==> config.mk <==
export PLATFORM = sky130hd
export DESIGN_NAME = unsigned_div_ctrl
export DESIGN_NICKNAME = d
export VERILOG_FILES = /design/src/rtl/unsigned_div_ctrl_pkg.sv /design/src/rtl/unsigned_div_ctrl.sv
export SDC_FILE = /design/constraint.sdc
export NUM_CORES = 1
export LEC_CHECK = 0
export BUFFER_PORTS_ARGS = -buffer_cell sky130_fd_sc_hd__buf_2
export CAP_MARGIN = 20
export CORE_MARGIN = 2
export CORE_UTILIZATION = 42
export DETAILED_ROUTE_END_ITERATION = 10
export GPL_ROUTABILITY_DRIVEN = 1
export PLACE_DENSITY = 0.79
export SETUP_SLACK_MARGIN = 0.15
export SKIP_LAST_GASP = 1
export SLEW_MARGIN = 5
export SYNTH_ARGS = -nofsm -noshare
export SYNTH_HDL_FRONTEND = slang
export SYNTH_SLANG_ARGS = --single-unit
==> constraint.sdc <==
create_clock -name clk -period 1.95 [get_ports clk]
set_input_delay 0.585 -clock clk [delete_from_list [all_inputs] [get_ports clk]]
set_output_delay 0.585 -clock clk [all_outputs]
set_load 0.01 [all_outputs]
==> src/rtl/unsigned_div_ctrl_pkg.sv <==
// rtl/unsigned_div_ctrl_pkg.sv - state encodings and step-counter width helper for the divider controller
package unsigned_div_ctrl_pkg;

    typedef enum logic [1:0] {
        ST_IDLE = 2'd0,
        ST_ITER = 2'd1,
        ST_CAPT = 2'd2
    } div_state_t;

    // Counter must hold N-1; a 1-bit counter is the floor even for N <= 2.
    function automatic int cnt_width(input int n);
        return (n <= 2) ? 1 : $clog2(n);
    endfunction

endpackage

==> src/rtl/unsigned_div_ctrl.sv <==
// rtl/unsigned_div_ctrl.sv - sequencing controller for the restoring unsigned divider datapath
module unsigned_div_ctrl
    import unsigned_div_ctrl_pkg::*;
#(
    parameter int N = 8,
    parameter int M = 4
) (
    input  logic         clk,
    input  logic         reset,
    input  logic         in_valid,
    output logic         in_ready,
    input  logic [N-1:0] in_dividend,
    input  logic [M-1:0] in_divisor,
    output logic [N-1:0] dp_word1,
    output logic [M-1:0] dp_word2,
    output logic         dp_load,
    output logic         dp_shift,
    output logic         dp_subshift,
    input  logic         dp_lt,
    input  logic [N-1:0] dp_quotient,
    input  logic [M-1:0] dp_remainder,
    output logic         res_valid,
    input  logic         res_ready,
    output logic [N-1:0] res_quotient,
    output logic [M-1:0] res_remainder,
    output logic         res_dz,
    output logic         busy
);

    localparam int            CW       = cnt_width(N);
    localparam logic [CW-1:0] CNT_LOAD = CW'(N - 1);

    div_state_t    r_state;
    div_state_t    w_next;
    logic [CW-1:0] r_cnt;
    logic          w_accept;
    logic          w_div_zero;
    logic          r_res_valid;
    logic [N-1:0]  r_res_quotient;
    logic [M-1:0]  r_res_remainder;
    logic          r_res_dz;

    assign dp_word1      = in_dividend;
    assign dp_word2      = in_divisor;
    assign w_div_zero    = (in_divisor == '0);
    // A new operand pair may enter in the same cycle the held result is consumed.
    assign in_ready      = (r_state == ST_IDLE) && (!r_res_valid || res_ready);
    assign w_accept      = in_valid && in_ready;
    assign busy          = (r_state == ST_ITER) || (r_state == ST_CAPT);
    assign res_valid     = r_res_valid;
    assign res_quotient  = r_res_quotient;
    assign res_remainder = r_res_remainder;
    assign res_dz        = r_res_dz;

    // State register.
    always_ff @(posedge clk or posedge reset) begin
        if (reset) begin
            r_state <= ST_IDLE;
        end else begin
            r_state <= w_next;
        end
    end

    // Next state and datapath strobes; a zero divisor never loads the datapath.
    always_comb begin
        w_next      = r_state;
        dp_load     = 1'b0;
        dp_shift    = 1'b0;
        dp_subshift = 1'b0;
        case (r_state)
            ST_IDLE: begin
                if (w_accept && !w_div_zero) begin
                    dp_load = 1'b1;
                    w_next  = ST_ITER;
                end
            end
            ST_ITER: begin
                dp_shift    = dp_lt;
                dp_subshift = !dp_lt;
                if (r_cnt == '0) begin
                    w_next = ST_CAPT;
                end
            end
            ST_CAPT: begin
                w_next = ST_IDLE;
            end
            default: begin
                w_next = ST_IDLE;
            end
        endcase
    end

    // Step counter: loaded with N-1 on a real accept, counts down through ITER.
    always_ff @(posedge clk or posedge reset) begin
        if (reset) begin
            r_cnt <= '0;
        end else if (r_state == ST_IDLE && w_accept && !w_div_zero) begin
            r_cnt <= CNT_LOAD;
        end else if (r_state == ST_ITER && r_cnt != '0) begin
            r_cnt <= r_cnt - 1'b1;
        end
    end

    // Result registers: setting (capture or divide-by-zero) wins over consumption.
    always_ff @(posedge clk or posedge reset) begin
        if (reset) begin
            r_res_valid     <= 1'b0;
            r_res_quotient  <= '0;
            r_res_remainder <= '0;
            r_res_dz        <= 1'b0;
        end else if (r_state == ST_CAPT) begin
            r_res_valid     <= 1'b1;
            r_res_quotient  <= dp_quotient;
            r_res_remainder <= dp_remainder;
            r_res_dz        <= 1'b0;
        end else if (w_accept && w_div_zero) begin
            r_res_valid     <= 1'b1;
            r_res_quotient  <= '1;
            r_res_remainder <= '0;
            r_res_dz        <= 1'b1;
        end else if (r_res_valid && res_ready) begin
            r_res_valid     <= 1'b0;
        end
    end

endmodule

; ---- Word level (Yosys, flattened, before mapping)
; Cells that the tools add are included.
[totals]
reg_bits = 19
inputBits = 29
wordCells = 50
[op_classes]
n_addsub = 1
n_eq_ne = 4
muxes = 18
reduce_logical = 21
[op_table]
columns = operator, count
row1 = $mux 8, 2
row2 = $mux 1, 9
row3 = $logic_and 1x1->1, 8
row4 = $mux 4, 2
row5 = $mux 3, 2
row6 = $reduce_bool 3->1, 2
row7 = $logic_not 4->1, 1
row8 = $mux 2, 2
row9 = $pmux 2 s2, 1
row10 = $reduce_bool 2->1, 2
row11 = $logic_not 1->1, 3
row12 = $logic_not 3->1, 1
row13 = $sub 3x1->3 const B, 1
row14 = $eq 2x1->1 const B, 1
row15 = $eq 2x2->1 const B, 1
row16 = $logic_not 2->1, 1
row17 = $logic_or 1x1->1, 2
row18 = $ne 2x1->1 const B, 1
row19 = $ne 2x2->1 const B, 1
row20 = $reduce_and 2->1, 1

; ---- Depth between registers and ports, before layout
[depth]
ltp_word = 7
ltp_mapped = 6
mapped_depth_nobuf = 6

; ---- Worst setup path before layout
; No wires, ideal clock.
[synth_path]
path_kind = input-to-output
startpoint = in in_divisor[1]
endpoint = out dp_load
arrival_ps = 1376
required_ps = 1365
setup_slack_ps = -11
stages = 3
cell_sequence = or4_4 nand4_1 inv_1
[synth_via]
elab_chain_len = 5
[synth_rtl]
columns = item, line_no
row1 = "start, declared", unsigned_div_ctrl.sv:13  ; input logic [M-1:0] in_divisor,
row2 = $logic_not 4->1, unsigned_div_ctrl.sv:45  ; assign w_div_zero = (in_divisor == '0);
row3 = $logic_not 1->1, unsigned_div_ctrl.sv:72  ; if (w_accept && !w_div_zero) begin
row4 = $logic_and 1x1->1, unsigned_div_ctrl.sv:72
row5 = $mux 1, unsigned_div_ctrl.sv:72
row6 = $mux 1, unsigned_div_ctrl.sv:70  ; case (r_state)
row7 = "end, declared", unsigned_div_ctrl.sv:16  ; output logic dp_load,
; No other way between the ends.

; ---- Worst setup path in the final report
[layout_path]
startpoint = in in_divisor[3]
endpoint = out dp_load
; Same word-level chain as after synthesis.

==> flow_summary.yaml <==
sta:
  finalCritPeriodShare_pct: 106.8
  fin_crit_ps: 2082
  finalHoldViolCount: 0
  max_slew_margin_pct: 53.91
  layout_setup_ws_ps: -132.0
  worstMarginPinSlew_ps: 690.6
  setup_violations: 1
  rsz0062_at_grt: "yes"
  whs_ps: 378.6
  worst_clock_skew_ps: 2.751
  drv_slew: 0
  max_freq_mhz: 480.3
pwr:
  power.leakage_nw: 0.7047
  vdd_drop_max_uv: 807.5
  power_density_nw_per_um2: 1412
  totalPowerFinal_mw: 1.899
detailed_routing:
  ant_nets: 0
  wl_per_cell_um: 12.64
  viasPerCell: 4.744
  dr_total_vias: 854
  dr.pass1.iters: 4
  drtIter0Drc: 12
  post-route-drc-count: 0
  wl_um: 2275
cells_and_area:
  final_cell_count_no_fill: 180
  final_cell_mix: "37 x buf_2, 19 x nand2_1, 18 x dfrtp_1"
  diodes: 0
  area_growth_pct: 32.23
  fin_nets: 188
  mostFrequentLayoutCell: "buf_2"
  final_layout_size_suffix_gt1_share_pct: 46.71
place:
  dpl.cell_count: 169
  numPortBuffers: 43
  hpwl_um: 1614
  gp_congestion: 0.8015
  pre_cts_slack_ps: -186.9
grt:
  antenna_found_initial: 0
  met3_usage_pct: 2.542
  grt_pass1_vias: 839
  use_met1_pct: 22.28
  grt_overflow: 0
  grt_max_degree: 27
  grt-busiest-layer: "met2"
  grtUsageMet2_pct: 30.25
  grt.total_usage_pct: 17.69
  grt_pass1_wl_um: 3663
yosys:
  synth_area_leaders: "dfrtp_1 47%, buf_4 8.9%, ha_1 7.4%, nand2_1 7.0%, o21ai_0 4.9%"
  synth_nets: 145
  yosysUniqueCellTypes: 27
  synth_top_area_share_pct: 46.74
  avgSynthCellArea_um2: 9.248
  yosysTopAreaCell: "dfrtp_1"
  yosysSeqAreaShare_pct: 46.74
  synthesis.area_um2: 1017
  synthCells: 110
  synth-seq-cells: 19
  ys.warnings.count: 0
status:
  violations: "setup timing"
  status: "finished, violations left"
floorplan:
  initial_core_util_pct: 45.12
  die-width_um: 53.22
  die_height_um: 53.22
  dieArea_um2: 2832
  rows: 17
  core_um2: 2255
  ios: 60
clock_tree:
  cts_hold_buffers: 0
  clk_path_buf_depth: 2
  cts_inserted_buffers: 3
  cts.htree.levels: 1
  cts_tree: "done"
  clk_pin_slew_ps: 100
  root_buffer: "clkbuf_4"
  insertion_delay_ps: 290
  clock_sinks: 19
critical_path:
  timing.rr.end: "r_state[1]"
  critical_path.max_fanout: 2
  arrival_ps: 1500
  criticalPathCategory: "input pin to primary output"
  start_kind: "input pin"
  crit_required_ps: 1360
  r2r_slack_ps: 360
  worst_r2r_path_depth: 6
  critPathLaunch: "in_divisor[3]"
  r2r-start: "r_cnt[0]"
  crit_path_end_kind: "primary output"
hold_path:
  min-delay-path-class: "input pin to async pin"
flow_run:
  cap_viol_max_count: 0
-- stage by stage --
| stage | util (%) | setup TNS, ps | area (um2) |
|---|---|---|---|
| after floorplan | - | 0 | 1017 |
| after global placement | 52.66 | -179.2 | 1187 |
| after detailed placement | 52.66 | -186.9 | 1187 |
| after CTS | 57.82 | -143.6 | 1304 |
| after global routing | 59.66 | -154.7 | 1345 |
| final | 59.66 | -132.0 | 1345 |
-- flip-flops by register name (all words and copies together), names as in the netlist --
signal and count:
res_dz 1, res_remainder 4, r_cnt 3, res_valid 1
r_state 2, res_quotient 8
-- timing repair --
item	in CTS	in global routing
gates resized for setup	10	9
pin swaps	3	3
endpoints found under the hold margin	0	0
buffers inserted	6	1
endpoints found under the setup margin	5	13
-- layout make-up --
cell class	instances	area [um2]
well taps	28	35.03
inverters	8	32.53
multi-input cells	68	446.7
repair buffers	53	327.8
flip-flops and latches	19	476.7
clock buffers	4	26.28
fillers	221	909.6
-- how the worst max path moves through the flow --
stage	endpoint	cells after the start
floorplan	dp_load	3
global placement	dp_load	5
detailed placement	dp_load	5
CTS	dp_load	5
global route	dp_load	5
finish	dp_load	5
-- report_power, final --
group	internal, mW	switching [mW]	leakage (nW)
sequential	0.580	0.118	0.229
combinational	0.503	0.502	0.460
clock	0.0795	0.116	0.0150
-- layer usage --
layer  routed length, um  vias to the layer above
li1                    -                      431
met1                 984                      383
met2                1159                       38
met3                 129                        2
met4                   2                        0
met5                   0                        -
-- cells by family (layout without fill, tap and decap cells) --
family	Yosys count	count (layout)	synth area share, %
DFF	19	19	46.74
muxes	1	1	1.476
AOI/OAI and AO/OA	17	17	9.471
adders and majority gates	6	6	7.380
xor gates and xnor gates	1	1	0.8612
buffers and inverters	23	65	13.04
and+or+nand+nor	43	43	21.03
-- synthesized netlist by cell type --
library cell,instances
nor2b_1,2
or4_4,1
and2b_1,1
buf_4,12
nand3_2,1
o21ai_1,2
a21oi_2,1
buf_2,1
nor2_1,11
o21a_1,1
o211ai_1,2
nand2b_4,1
ha_1,6
inv_1,8
and2_1,1
clkbuf_1,2
and4_1,1
nand2_1,19
or3_1,1
nand4_1,2
mux2_4,1
a21oi_1,1
xnor2_1,1
nand2b_1,1
o21ai_0,10
dfrtp_1,19
nor4_1,1
-- worst max-delay path: stages --
cell,delay (ps)
buf_6,90
or4_4,530
nand4_1,130
inv_2,50
buf_6,110
No activity file was read; power rests on OpenSTA's default activity.
